`src/rtl/chip_write_sequencer_pkg.sv`:
```
// rtl/chip_write_sequencer_pkg.sv - shared constants, types and nibble helpers for the chip write sequencer
//
// Purpose: register map of the sound chip, channel and FSM encodings, and the
//          helpers that map a command plus nibble index onto bus values.
// Ports:   none (package).
package chip_write_sequencer_pkg;

   localparam logic [3:0] ADDR_T0_L   = 4'd1;
   localparam logic [3:0] ADDR_T0_H   = 4'd2;
   localparam logic [3:0] ADDR_T0_HH  = 4'd3;
   localparam logic [3:0] ADDR_T1_L   = 4'd4;
   localparam logic [3:0] ADDR_T1_H   = 4'd5;
   localparam logic [3:0] ADDR_T1_HH  = 4'd6;
   localparam logic [3:0] ADDR_TRI_L  = 4'd7;
   localparam logic [3:0] ADDR_TRI_H  = 4'd8;
   localparam logic [3:0] ADDR_TRI_HH = 4'd9;
   localparam logic [3:0] ADDR_CTRL   = 4'd15;

   localparam int CTRL_SOUT0_BIT = 0;
   localparam int CTRL_SOUT1_BIT = 1;
   localparam int CTRL_TRI_BIT   = 2;

   typedef enum logic [1:0] {
      CH_TONE0 = 2'd0,
      CH_TONE1 = 2'd1,
      CH_TRI   = 2'd2,
      CH_CTRL  = 2'd3
   } channelT;

   typedef enum logic [1:0] {
      ST_IDLE = 2'd0,
      ST_ADDR = 2'd1,
      ST_DATA = 2'd2,
      ST_GAP  = 2'd3
   } stateT;

   typedef struct packed {
      channelT     ch;
      logic [11:0] val;
   } cmdT;

   // Tone/triangle registers are laid out L, H, HH at consecutive addresses.
   function automatic logic [3:0] regAddr(input channelT ch, input logic [1:0] idx);
      logic [3:0] addr;
      case (ch)
         CH_TONE0: addr = ADDR_T0_L + {2'b00, idx};
         CH_TONE1: addr = ADDR_T1_L + {2'b00, idx};
         CH_TRI:   addr = ADDR_TRI_L + {2'b00, idx};
         default:  addr = ADDR_CTRL;
      endcase
      return addr;
   endfunction

   function automatic logic [3:0] dataNibble(input cmdT cmd, input logic [1:0] idx);
      logic [3:0] nib;
      if (cmd.ch == CH_CTRL) begin
         nib = {1'b0, cmd.val[CTRL_TRI_BIT], cmd.val[CTRL_SOUT1_BIT], cmd.val[CTRL_SOUT0_BIT]};
      end else begin
         case (idx)
            2'd0:    nib = cmd.val[3:0];
            2'd1:    nib = cmd.val[7:4];
            default: nib = cmd.val[11:8];
         endcase
      end
      return nib;
   endfunction

endpackage

```
`src/rtl/chip_write_sequencer_cmd_fifo.sv`:
```
// rtl/chip_write_sequencer_cmd_fifo.sv - command FIFO holding {channel, value} entries
//
// Purpose: synchronous FIFO of whole-register commands, no bypass path.
// Ports:   clk, rst       clock and asynchronous active-high reset
//          push, pushData write request and entry (refused while full)
//          pop            read request (ignored while empty)
//          full, empty    occupancy flags from the registered count
//          head           entry at the read pointer
//          count          number of stored entries
module chip_write_sequencer_cmd_fifo
   import chip_write_sequencer_pkg::*;
#(
   parameter int FIFO_DEPTH = 4
) (
   input  logic                              clk,
   input  logic                              rst,
   input  logic                              push,
   input  cmdT                               pushData,
   input  logic                              pop,
   output logic                              full,
   output logic                              empty,
   output cmdT                               head,
   output logic [$clog2(FIFO_DEPTH+1)-1:0]   count
);

   localparam int PW = $clog2(FIFO_DEPTH);
   localparam int CW = $clog2(FIFO_DEPTH + 1);

   cmdT           mem [FIFO_DEPTH];
   logic [PW-1:0] rdPtr;
   logic [PW-1:0] wrPtr;
   logic          pushOk;
   logic          popOk;

   assign full   = (count == CW'(FIFO_DEPTH));
   assign empty  = (count == '0);
   assign pushOk = push && !full;
   assign popOk  = pop && !empty;
   assign head   = mem[rdPtr];

   always_ff @(posedge clk) begin
      if (pushOk) begin
         mem[wrPtr] <= pushData;
      end
   end

   // Depth is a power of two, so the pointers wrap on their own.
   always_ff @(posedge clk or posedge rst) begin
      if (rst) begin
         rdPtr <= '0;
         wrPtr <= '0;
         count <= '0;
      end else begin
         if (pushOk) wrPtr <= wrPtr + PW'(1);
         if (popOk)  rdPtr <= rdPtr + PW'(1);
         case ({pushOk, popOk})
            2'b10:   count <= count + CW'(1);
            2'b01:   count <= count - CW'(1);
            default: count <= count;
         endcase
      end
   end

endmodule

```
`src/rtl/chip_write_sequencer.sv`:
```
// rtl/chip_write_sequencer.sv - expands queued register commands into A0/D/WR nibble cycles
//
// Purpose: buffers host commands and drives the sound chip's 4-bit register bus.
// Ports:   CLK, RST             clock and asynchronous active-high reset
//          CMD_VALID/CMD_READY  command handshake (READY = FIFO not full)
//          CMD_CH, CMD_VAL      channel select and 12-bit divider / control word
//          A0, D, WR            registered chip bus (address/data nibble, strobe)
//          BUSY                 FSM active or commands queued
//          DONE                 one-cycle pulse after a command's last data nibble
module chip_write_sequencer
   import chip_write_sequencer_pkg::*;
#(
   parameter int FIFO_DEPTH = 4,
   parameter int GAP_CYCLES = 1
) (
   input  logic        CLK,
   input  logic        RST,
   input  logic        CMD_VALID,
   output logic        CMD_READY,
   input  logic [1:0]  CMD_CH,
   input  logic [11:0] CMD_VAL,
   output logic        A0,
   output logic [3:0]  D,
   output logic        WR,
   output logic        BUSY,
   output logic        DONE
);

   localparam logic [1:0] GAP_LOAD = (GAP_CYCLES > 0) ? 2'(GAP_CYCLES - 1) : 2'd0;

   stateT      state, nextState;
   cmdT        work, nextWork;
   logic [1:0] idx, nextIdx;
   logic [1:0] gapCnt, nextGapCnt;
   logic       nextA0, nextWr, nextDone;
   logic [3:0] nextD;
   logic       startCmd, advance, lastNibble;

   logic                            fifoPop, fifoFull, fifoEmpty;
   cmdT                             fifoHead;
   logic [$clog2(FIFO_DEPTH+1)-1:0] fifoCount;

   chip_write_sequencer_cmd_fifo #(.FIFO_DEPTH(FIFO_DEPTH)) cmdFifo (
      .clk      (CLK),
      .rst      (RST),
      .push     (CMD_VALID),
      .pushData (cmdT'({CMD_CH, CMD_VAL})),
      .pop      (fifoPop),
      .full     (fifoFull),
      .empty    (fifoEmpty),
      .head     (fifoHead),
      .count    (fifoCount)
   );

   assign CMD_READY  = !fifoFull;
   assign BUSY       = (state != ST_IDLE) || (fifoCount != '0);
   assign lastNibble = (work.ch == CH_CTRL) || (idx == 2'd2);

   // Bus outputs are computed for the state being entered and registered,
   // so the first ADDR cycle appears on the same edge that pops the FIFO.
   always_comb begin
      nextState  = state;
      nextWork   = work;
      nextIdx    = idx;
      nextGapCnt = gapCnt;
      nextA0     = 1'b0;
      nextD      = 4'd0;
      nextWr     = 1'b0;
      nextDone   = 1'b0;
      fifoPop    = 1'b0;
      startCmd   = 1'b0;
      advance    = 1'b0;

      case (state)
         ST_IDLE: begin
            startCmd = !fifoEmpty;
         end
         ST_ADDR: begin
            nextState = ST_DATA;
            nextA0    = 1'b1;
            nextWr    = 1'b1;
            nextD     = dataNibble(work, idx);
         end
         ST_DATA: begin
            nextDone = lastNibble;
            if (GAP_CYCLES != 0) begin
               nextState  = ST_GAP;
               nextGapCnt = GAP_LOAD;
            end else if (!lastNibble) begin
               advance = 1'b1;
            end else if (!fifoEmpty) begin
               // Without gaps the next queued command follows directly.
               startCmd = 1'b1;
            end else begin
               nextState = ST_IDLE;
            end
         end
         ST_GAP: begin
            if (gapCnt != 2'd0) begin
               nextGapCnt = gapCnt - 2'd1;
            end else if (lastNibble) begin
               nextState = ST_IDLE;
            end else begin
               advance = 1'b1;
            end
         end
         default: nextState = ST_IDLE;
      endcase

      if (startCmd) begin
         fifoPop   = 1'b1;
         nextWork  = fifoHead;
         nextIdx   = 2'd0;
         nextState = ST_ADDR;
         nextWr    = 1'b1;
         nextD     = regAddr(fifoHead.ch, 2'd0);
      end
      if (advance) begin
         nextIdx   = idx + 2'd1;
         nextState = ST_ADDR;
         nextWr    = 1'b1;
         nextD     = regAddr(work.ch, idx + 2'd1);
      end
   end

   always_ff @(posedge CLK or posedge RST) begin
      if (RST) begin
         state  <= ST_IDLE;
         work   <= '0;
         idx    <= 2'd0;
         gapCnt <= 2'd0;
         A0     <= 1'b0;
         D      <= 4'd0;
         WR     <= 1'b0;
         DONE   <= 1'b0;
      end else begin
         state  <= nextState;
         work   <= nextWork;
         idx    <= nextIdx;
         gapCnt <= nextGapCnt;
         A0     <= nextA0;
         D      <= nextD;
         WR     <= nextWr;
         DONE   <= nextDone;
      end
   end

endmodule

```
`config.mk`:
```
export PLATFORM = sky130hd
export DESIGN_NAME = chip_write_sequencer
export DESIGN_NICKNAME = d
export VERILOG_FILES = /design/src/rtl/chip_write_sequencer_pkg.sv /design/src/rtl/chip_write_sequencer_cmd_fifo.sv /design/src/rtl/chip_write_sequencer.sv
export SDC_FILE = /design/constraint.sdc
export NUM_CORES = 1
export LEC_CHECK = 0
export CELL_PAD_IN_SITES_DETAIL_PLACEMENT = 1
export CELL_PAD_IN_SITES_GLOBAL_PLACEMENT = 2
export CORE_ASPECT_RATIO = 1.1
export CORE_MARGIN = 4
export CORE_UTILIZATION = 43
export DETAILED_ROUTE_END_ITERATION = 12
export HOLD_SLACK_MARGIN = 0.08
export PLACE_DENSITY = 0.79
export SLEW_MARGIN = 25
export SYNTH_ARGS = -nofsm -noshare
export SYNTH_HDL_FRONTEND = slang
export SYNTH_SLANG_ARGS = --single-unit
```
`constraint.sdc`:
```
create_clock -name CLK -period 3.1 [get_ports CLK]
set_clock_uncertainty 0.15 [all_clocks]
set_input_delay 0.62 -clock CLK [delete_from_list [all_inputs] [get_ports CLK]]
set_output_delay 0.62 -clock CLK [all_outputs]
set_load 0.01 [all_outputs]
```
Word level (Yosys, flattened, before mapping) --
Memories as Yosys holds them, arrays and structs flattened. Cells that the tools add are included.
Storage, ports and cells: register bits after elaboration 34, bits in writable memories 56, input port bits 17, output and inout bits 9, word-level logic and storage cells 86, memories kept 1
Operators by class: add/sub/neg operators 9, eq/ne operators 16, multiplexer cells 28, reductions and logical operators 20
Memories:
- cmdFifo.mem | words 4, bits a word 14, read ports 1, clocked after Yosys merged registers in 0, write ports 1, RTL line chip_write_sequencer_cmd_fifo.sv:29 | cmdT mem [FIFO_DEPTH];
Operators by type and width (number):
- 4-bit case mux with 3 select lines | 2
- 4-bit 2-to-1 mux | 4
- 2-bit == test (second input constant) | 7
- 2-bit 2-to-1 mux | 7
- 1-bit 2-to-1 mux | 11
- 2-bit by 1-bit == test with 1-bit output (second input constant) | 5
- 2-bit nonzero test | 5
- 3-bit by 2-bit adder with 4-bit output (first input constant) | 2
- 2-bit zero test | 4
- 4-bit inequality test (second input constant) | 2
- 4-bit case mux with 2 select lines | 1
- 2-bit by 1-bit adder with 2-bit output (second input constant) | 3
- 2-bit case mux with 3 select lines | 1
- 3-bit case mux with 2 select lines | 1
- 5-bit nonzero test | 1
- 2-bit case mux with 2 select lines | 1
- 1-bit by 2-bit adder with 3-bit output (first input constant) | 1
- 3-bit by 1-bit adder with 3-bit output (second input constant) | 1
- 3-bit == test (second input constant) | 1
- 3-bit zero test | 1
- 3-bit AND reduction | 1
- 3-bit nonzero test | 1
- 3-bit by 1-bit subtractor with 3-bit output (second input constant) | 1
- 1-bit logical AND | 2
- 5 further kinds | 7

Logic depth before layout (Yosys ltp) --
Gate-level depths: netlist (run 1).
word-level depth 7, mapped depth 10, gate-level depth less buffers 10

Cells and area by module --
Synthesis (run 1) repeated with hierarchy kept, for this count alone.
Second synthesis, totals: cell total of the unflattened synthesis 268, area total of the unflattened synthesis 3875.0 um^2
Modules (own cells, without submodules):
- chip_write_sequencer_cmd_fifo | times used 1, cells each 111, area each 2484.9 um^2, sequential area each 1856.8 um^2
- chip_write_sequencer | times used 1, cells each 157, area each 1390.1 um^2, sequential area each 675.6 um^2

Least setup slack after synthesis (run 1) --
OpenSTA, ideal clock, no wires.
kind reg-to-reg, start reg state[0], end reg cmdFifo.count[2], setup time 79 ps, arrival time 1945 ps, data required time 2871 ps, path slack 926 ps, cell stages (with the launch flop) 10, path buffers 1, period minus slack after synthesis 2174 ps, path through dfrtp_1 > nor2_1 > o31a_1 > buf_2 > ha_1 > inv_1 > fa_1 > xor2_1 > nor2_1 > xor2_1
On the way: longest elaborated chain between the ends 6, elaborated cells on any way between the ends 8, those cells by class eq/ne: 2; mux: 3; reduce/logical: 3
RTL lines:
- from (decl) | RTL line chip_write_sequencer.sv:31 | stateT state, nextState;
- from (signal assigned) | RTL line chip_write_sequencer.sv:137 | state <= nextState;
- 2-bit zero test (*) | RTL line chip_write_sequencer.sv:74 | case (state)
- 1-bit 2-to-1 mux (*)
- 1-bit 2-to-1 mux (*) | RTL line chip_write_sequencer.sv:110 | if (startCmd) begin
- named net cmdFifo.pop | RTL line chip_write_sequencer_cmd_fifo.sv:19 | input logic pop,
- 1-bit logical AND (*) | RTL line chip_write_sequencer_cmd_fifo.sv:38 | assign popOk = pop && !empty;
- 2-bit by 1-bit == test with 1-bit output or 2-bit == test (tied branches) | RTL line chip_write_sequencer_cmd_fifo.sv:56 | case ({pushOk, popOk})
- 3-bit case mux with 2 select lines or 2-bit nonzero test (tied branches)
- to (signal assigned) | RTL line chip_write_sequencer_cmd_fifo.sv:57 | 2'b10: count <= count + CW'(1);
- to (signal assigned) | RTL line chip_write_sequencer_cmd_fifo.sv:58 | 2'b01: count <= count - CW'(1);
- to (signal assigned) | RTL line chip_write_sequencer_cmd_fifo.sv:59 | default: count <= count;
- to (decl) | RTL line chip_write_sequencer_cmd_fifo.sv:23 | output logic [$clog2(FIFO_DEPTH+1)-1:0] count
The timed path passes the listed nets; every way through them passes the cells marked *. A chain may end at the register's enable or synchronous reset.

Worst setup path after layout (run 1) --
start reg cmdFifo.count[1], end out BUSY
On the way: longest elaborated chain between the ends 2
RTL lines:
- 3-bit nonzero test | RTL line chip_write_sequencer.sv:56 | assign BUSY = (state != ST_IDLE) || (fifoCount != '0);
- 1-bit logical OR | RTL line chip_write_sequencer.sv:56
- to (decl) | RTL line chip_write_sequencer.sv:25 | output logic BUSY,
No other way between the ends.

==> results of run 1 <==
-- routing by layer --
layer	global-route usage	part of all wire	routed length, µm	vias to the layer above
li1	-	-	-	928
met1	0.175	0.44	2870	987
met2	0.227	0.51	3300	29
met3	0.0262	0.034	221	9
met4	0.0602	0.020	130	0
met5	0	0	0	-
-- cells by family after synthesis --
logic type,count (synthesis)
adders and majority gates,12
xor gates and xnor gates,7
muxes,31
buffers and inverters,20
AOI/OAI and AO/OA,32
and+or+nand+nor,35
DFF,90
-- cell usage in the layout, fill, tap and decap left out, types with 2 or more instances in the layout --
| master | instances |
|---|---|
| edfxtp_1 | 56 |
| ha_1 | 11 |
| nor3b_1 | 2 |
| nor2_1 | 5 |
| dfrtp_1 | 34 |
| o21a_1 | 2 |
| o32ai_1 | 2 |
| and2_1 | 2 |
| mux4_1 | 5 |
| and3_1 | 5 |
| nand2b_1 | 4 |
| mux4_2 | 9 |
| buf_4 | 8 |
| inv_1 | 14 |
| nand2_1 | 11 |
| xor2_1 | 3 |
| xnor2_1 | 4 |
| o211ai_1 | 2 |
| o21ai_0 | 14 |
| clkbuf_8 | 9 |
| clkdlybuf4s50_1 | 25 |
| mux2_2 | 16 |
| bufinv_16 | 2 |
| a22o_1 | 3 |
| a21oi_1 | 4 |
-- cell usage after synthesis (all sizes together) --
| cell | n | area [µm²] |
|---|---|---|
| nand3 | 1 | 5.00 |
| and3 | 5 | 31.3 |
| a21oi | 4 | 20.0 |
| o211ai | 2 | 15.0 |
| o21bai | 1 | 7.51 |
| nand2 | 11 | 41.3 |
| clkbuf | 1 | 3.75 |
| o21a | 2 | 15.0 |
| o21ai | 14 | 70.1 |
| edfxtp | 56 | 1680 |
| a22o | 3 | 26.3 |
| a22oi | 1 | 7.51 |
| buf | 5 | 37.5 |
| mux2 | 16 | 180 |
| o31a | 1 | 8.76 |
| dfrtp | 34 | 851 |
| nor3b | 2 | 15.0 |
| or3 | 1 | 6.26 |
| and2 | 4 | 27.5 |
| a211oi | 1 | 7.51 |
| nand3b | 1 | 7.51 |
| inv | 14 | 52.6 |
| mux2i | 1 | 10.0 |
| a211o | 1 | 8.76 |
| or3b | 1 | 8.76 |
| fa | 1 | 20.0 |
| xnor2 | 4 | 35.0 |
| nor2 | 5 | 18.8 |
| o32ai | 2 | 17.5 |
| xor2 | 3 | 26.3 |
| nand2b | 4 | 25.0 |
| mux4 | 14 | 334 |
| ha | 11 | 138 |
-- through the flow --
stage	total power [W]	worst slack [ns]	hold WS, ns	cell area [µm²]	util
3_5_place_dp	0.00341	0.460	0.345	4170	0.493
5_1_grt	0.00450	0.175	0.383	4380	0.519
4_1_cts	0.00428	0.250	0.366	4380	0.519
3_3_place_gp	0.00336	0.554	0.338	4170	0.493
6_report	0.00421	0.287	0.363	4380	0.519
2_1_floorplan	0.00293	0.926	0.314	3760	-
-- critical path: stages, from the launching register on --
cell and delay, ns:
dfrtp_1 0.41, o31a_1 0.31, buf_4 0.18, or3_1 0.31, clkdlybuf4s50_1 0.48
-- layout make-up --
type	instances	share of cell area
inverter	14	0.0120
clock buffer	10	0.0291
sequential	90	0.578
timing repair buffer	33	0.0708
multi-input combinational	117	0.259
clock inverter	6	0.0203
tap	111	0.0317
-- state kept, by name, indices dropped and copies added, names as in the netlist --
| register | flops |
|---|---|
| idx | 2 |
| cmdFifo.rdPtr | 2 |
| D | 4 |
| cmdFifo.mem | 56 |
| gapCnt | 2 |
| cmdFifo.wrPtr | 2 |
| DONE | 1 |
| cmdFifo.count | 3 |
| WR | 1 |
| A0 | 1 |
| work | 14 |
| state | 2 |
-- power by group through the flow --
stage / Clock, W / Sequential (W) / Combinational (W)
2_1_floorplan: 0 / 0.00183 / 0.00110
3_3_place_gp: 0 / 0.00192 / 0.00144
3_5_place_dp: 0 / 0.00194 / 0.00147
4_1_cts: 0.000884 / 0.00191 / 0.00148
5_1_grt: 0.000935 / 0.00195 / 0.00161
6_report: 0.000852 / 0.00190 / 0.00145
-- worst paths after layout --
check                                  from               end  cells after the start
hold reg to reg            cmdFifo.count[0]  cmdFifo.count[0]                      1
hold / removal             cmdFifo.count[0]  cmdFifo.count[0]                      1
setup / recovery           cmdFifo.count[1]              BUSY                      4
max in group asynchronous               RST           work[4]                      3
min in group asynchronous               RST         gapCnt[0]                      3
setup reg to reg                   state[0]  cmdFifo.count[2]                      9
==> impl_metrics.csv, run 1 <==
group,metric,value,unit
cts,cts_resized,0,
power,intPower,0.00287,W
worst_hold_path,hold_path.class,"reg2reg",
setup_path,cp.arrival,2.04,ns
route,drt-total-wl,6.52,mm
route,wl_per_cell,17.1,µm
final_layout,drive_above_1_share,0.181,
power,p_seq_frac,0.453,
logic_synthesis,syn_avg_cell_area,16.6,µm²
power,p_clk_frac,0.203,
final_layout,nets,294,
setup_path,worst_setup_path_start_kind,"register",
global_route,grt_overflow,0,
logic_synthesis,yosysWarnings,0,
logic_synthesis,seq_area_frac_synth,0.674,
sta,fin_crit,2.81,ns
sta,tns,0,ns
route,final_antenna_net_count,0,
cts,cts_made_buffers,9,
logic_synthesis,synth_compound_area_frac,0.0542,
place,place_congestion,0.768,
global_route,grt_usage,0.137,
logic_synthesis,synth.distinct_cells,37,
final_layout,area_delta_synth_final,16.6,%
sta,report.final.slew_viol_count,0,
cts,ctsRootBufferMaster,"clkbuf_8",
global_route,first_global_vias,2033,
final_layout,fillerInstances,813,
sta,rsz0062_at_grt,"false",
place,dp_hpwl,4.38,mm
sta,worst_pin_slew,0.688,ns
floorplan,fp-row-count,35,
global_route,grt_pass1_wl,10.8,mm
final_layout,multi_input_area,1130,µm²
cts,htree_levels,3,
sta,hold_violations,0,
sta,fin_crit_sh,0.907,
setup_path,end_kind,"output pin",
cts,ctsHoldBuffers,0,
setup_path,crit_type,"reg2out",
power,switchingPower,0.00133,W
logic_synthesis,synth-adder-area-share,0.0419,
cts,cts_buffer_depth,2,
setup_path,regToRegSetupSlack,0.78,ns
logic_synthesis,synth_xor_area_frac,0.0163,
floorplan,dieHeight,106,µm
route,vias,1953,
cts,insertion_delay,0.35,ns
cts,clkTransAtPathRegs,0.09,ns
floorplan,start_util,0.445,
route,drtIter0Drc,101,
power,combPwrFrac,0.345,
job,max-cap-violations,0,
final_layout,diodes,0,
place,dp.cells,365,
logic_synthesis,synth_nets,256,
sta,fmax,0.355,GHz
final_layout,final_cells,381,
cts,clock-sinks,90,
logic_synthesis,synth_top_family_by_area,"multiplexers",
floorplan,coreArea,8450,µm²
floorplan,die-area,10300,µm²
route,drt_first_pass_iters,4,
run_status,run_status,"finished, final reports clean",
final_layout,final-seq-area,2530,µm²
power,pwr_density_cell,959,nW/µm²
logic_synthesis,syn_inst,227,
route,drc,0,
floorplan,die-width,97.2,µm
logic_synthesis,synth_area,3760,µm²
power,irDropWorstVdd,377,µV
logic_synthesis,synthSimpleGateAreaFrac,0.0496,
power,leakagePower,1.66,nW
global_route,antenna_found_initial,0,
global_route,grt_max_degree,35,
setup_path,crit_fanout,11,
floorplan,io_pins,26,
setup_path,cp.required,2.33,ns
place,port_buffers,25,
cts,cts_tree,"done",
route,via_per_inst,5.13,
cts,cts_post_setup_buffers_inserted,0,
power,switching_share,0.317,
logic_synthesis,ys_ff_latch,90,
sta,setup_violations,0,
logic_synthesis,synth_mux_area_frac,0.139,
sta,max_slew_margin,0.542,
(Power assumes the default switching activity.)
==> run 2, diff against run 1 <==
Settings changed: CORE_ASPECT_RATIO 1.1 to unset, CORE_MARGIN 4 to 2.
==> run 2 against run 1 <==
- largest power group unchanged
- first-iteration DRC count shrank 5.9%
- combinational power is essentially flat
- sequential power about the same
- clock-buffer cell count shrank 1
- highest routed layer unchanged
- largest cell class unchanged
==> impl_metrics.csv, run 2 (same netlist as run 1, synthesis figures left out) <==
group,metric,value,unit
sta,report.final.slew_viol_count,0,
setup_path,crit_fanout,3,
setup_path,cp.arrival,1.90,ns
setup_path,worst_setup_path_start_kind,"register",
final_layout,largest_registers,"cmdFifo.mem: 56 flops, work: 14 flops, D: 4 flops",
cts,cts_post_setup_buffers_inserted,0,
route,met3_length,160,µm
global_route,grt_usage,0.152,
cts,cts_tree,"done",
power,total_power,0.00416,W
route,drt-total-wl,6.55,mm
floorplan,die-width,97.5,µm
final_layout,fillerInstances,850,
route,drtIter0Drc,95,
power,combPwrFrac,0.341,
floorplan,fp-row-count,34,
place,port_buffers,25,
place,dp.cells,361,
route,met1_length,3.12,mm
cts,cts_resized,0,
global_route,grt_overflow,0,
cts,cts_made_buffers,9,
route,via_per_inst,5.17,
sta,fin_crit_sh,0.863,
floorplan,coreArea,8590,µm²
sta,rsz0062_at_grt,"false",
route,vias,1949,
cts,ctsRootBufferMaster,"clkbuf_8",
power,switchingPower,0.00137,W
setup_path,end_kind,"output pin",
setup_path,cp_top_family,"buffers and inverters",
global_route,grt_max_degree,35,
final_layout,largest_register_ffs,56,
floorplan,io_pins,26,
sta,worst_pin_slew,0.713,ns
power,intPower,0.00279,W
global_route,grt_pass1_wl,11.1,mm
sta,fin_crit,2.67,ns
final_layout,diodes,0,
final_layout,nets,293,
final_layout,regMostFlops,"cmdFifo.mem",
final_layout,drive_above_1_share,0.186,
cts,insertion_delay,0.36,ns
final_layout,area_delta_synth_final,16.0,%
floorplan,start_util,0.438,
floorplan,dieHeight,97.5,µm
sta,fmax,0.374,GHz
setup_path,critical-path-slowest-cell,"clkdlybuf4s50_1",
floorplan,die-area,9510,µm²
setup_path,cp.required,2.33,ns
place,dp_hpwl,4.28,mm
cts,cts_buffer_depth,2,
final_layout,final_cells,377,
worst_hold_path,hold_path.class,"reg2reg",
power,p_clk_frac,0.199,
final_layout,most-common-layout-cells,"edfxtp_1, dfrtp_1, clkdlybuf4s50_1, mux2_2",
power,irDropWorstVdd,341,µV
setup_path,max_stage_delay,0.48,ns
job,max-cap-violations,0,
route,routed.top_layer,"met4",
route,wl_per_cell,17.4,µm
setup_path,crit_type,"reg2out",
global_route,antenna_found_initial,0,
setup_path,cp_cell_sequence,"o31a_1 > or3_1 > clkdlybuf4s50_1",
sta,max_slew_margin,0.525,
cts,htree_levels,3,
run_status,run_status,"finished, final reports clean",
cts,clock-sinks,90,
global_route,first_global_vias,2069,
power,leakagePower,1.65,nW
route,drc,0,
setup_path,crit_buf_inv,1,
sta,tns,0,ns
route,final_antenna_net_count,0,
place,place_congestion,0.766,
final_layout,final_common_cell,"edfxtp_1",
route,wl_met2,3.13,mm
sta,setup_violations,0,
cts,ctsHoldBuffers,0,
sta,hold_violations,0,
route,drt_first_pass_iters,4,
final_layout,final_util,0.508,
power,pwr_density_cell,954,nW/µm²
power,switching_share,0.329,
cts,clkTransAtPathRegs,0.10,ns
power,p_seq_frac,0.461,
run 2: cell types whose count changed in the layout (fill, tap and decap cells not counted):
cell,before,now
clkbuf_1,1,0
inv_8,0,1
clkinvlp_4,1,2
clkinv_1,1,0
clkinv_4,1,0
inv_6,1,3
bufinv_16,2,1
buf_4,8,7
run 2: final timing paths:
path	start	endpoint	slack, ns	depth (start not counted)
hold / removal	cmdFifo.count[2]	cmdFifo.count[2]	0.36	1
hold reg to reg	cmdFifo.count[2]	cmdFifo.count[2]	0.36	1
setup / recovery	cmdFifo.count[0]	BUSY	0.43	3
max in group asynchronous	RST	work[11]	1.97	3
min in group asynchronous	RST	gapCnt[1]	0.51	3
setup reg to reg	cmdFifo.count[0]	cmdFifo.count[2]	0.84	10
run 2: worst reg2reg max path: stages, from the launching register on:
cell and delay (ns):
dfrtp_1 0.42, inv_1 0.12, nand3_1 0.18, and2_1 0.25, inv_1 0.07, ha_1 0.17, inv_1 0.06, fa_1 0.37
xor2_1 0.15, nor2_1 0.11, xor2_1 0.14
run 2: layer usage:
layer  vias up  track usage
met5         -            0
met4         0       0.0737
met3        10       0.0245
met2        24        0.236
met1       985        0.212
li1        930            -
run 2: through the flow:
step | setup WS (ns) | hold slack, ns | area (µm²)
2_1_floorplan | 0.926 | 0.314 | 3760
3_3_place_gp | 0.555 | 0.337 | 4160
3_5_place_dp | 0.504 | 0.347 | 4160
4_1_cts | 0.404 | 0.366 | 4360
5_1_grt | 0.322 | 0.386 | 4360
6_report | 0.426 | 0.365 | 4360
run 2: cell type report:
type / count / area (µm²) / share of cell area
Clock buffer: 9 / 124 / 0.0284
Clock inverter: 7 / 82.6 / 0.0189
Inverter: 14 / 52.6 / 0.0120
Multi-Input combinational cell: 117 / 1130 / 0.260
Sequential cell: 90 / 2530 / 0.580
Tap cell: 108 / 135 / 0.0310
Timing Repair Buffer: 32 / 303 / 0.0694
run 2: power by group through the flow:
stage	Combinational, W	Clock, W	Sequential (W)
6_report	0.00142	0.000827	0.00192
5_1_grt	0.00159	0.000902	0.00198
3_3_place_gp	0.00141	0	0.00194
4_1_cts	0.00144	0.000855	0.00193
2_1_floorplan	0.00110	0	0.00183
3_5_place_dp	0.00144	0	0.00196
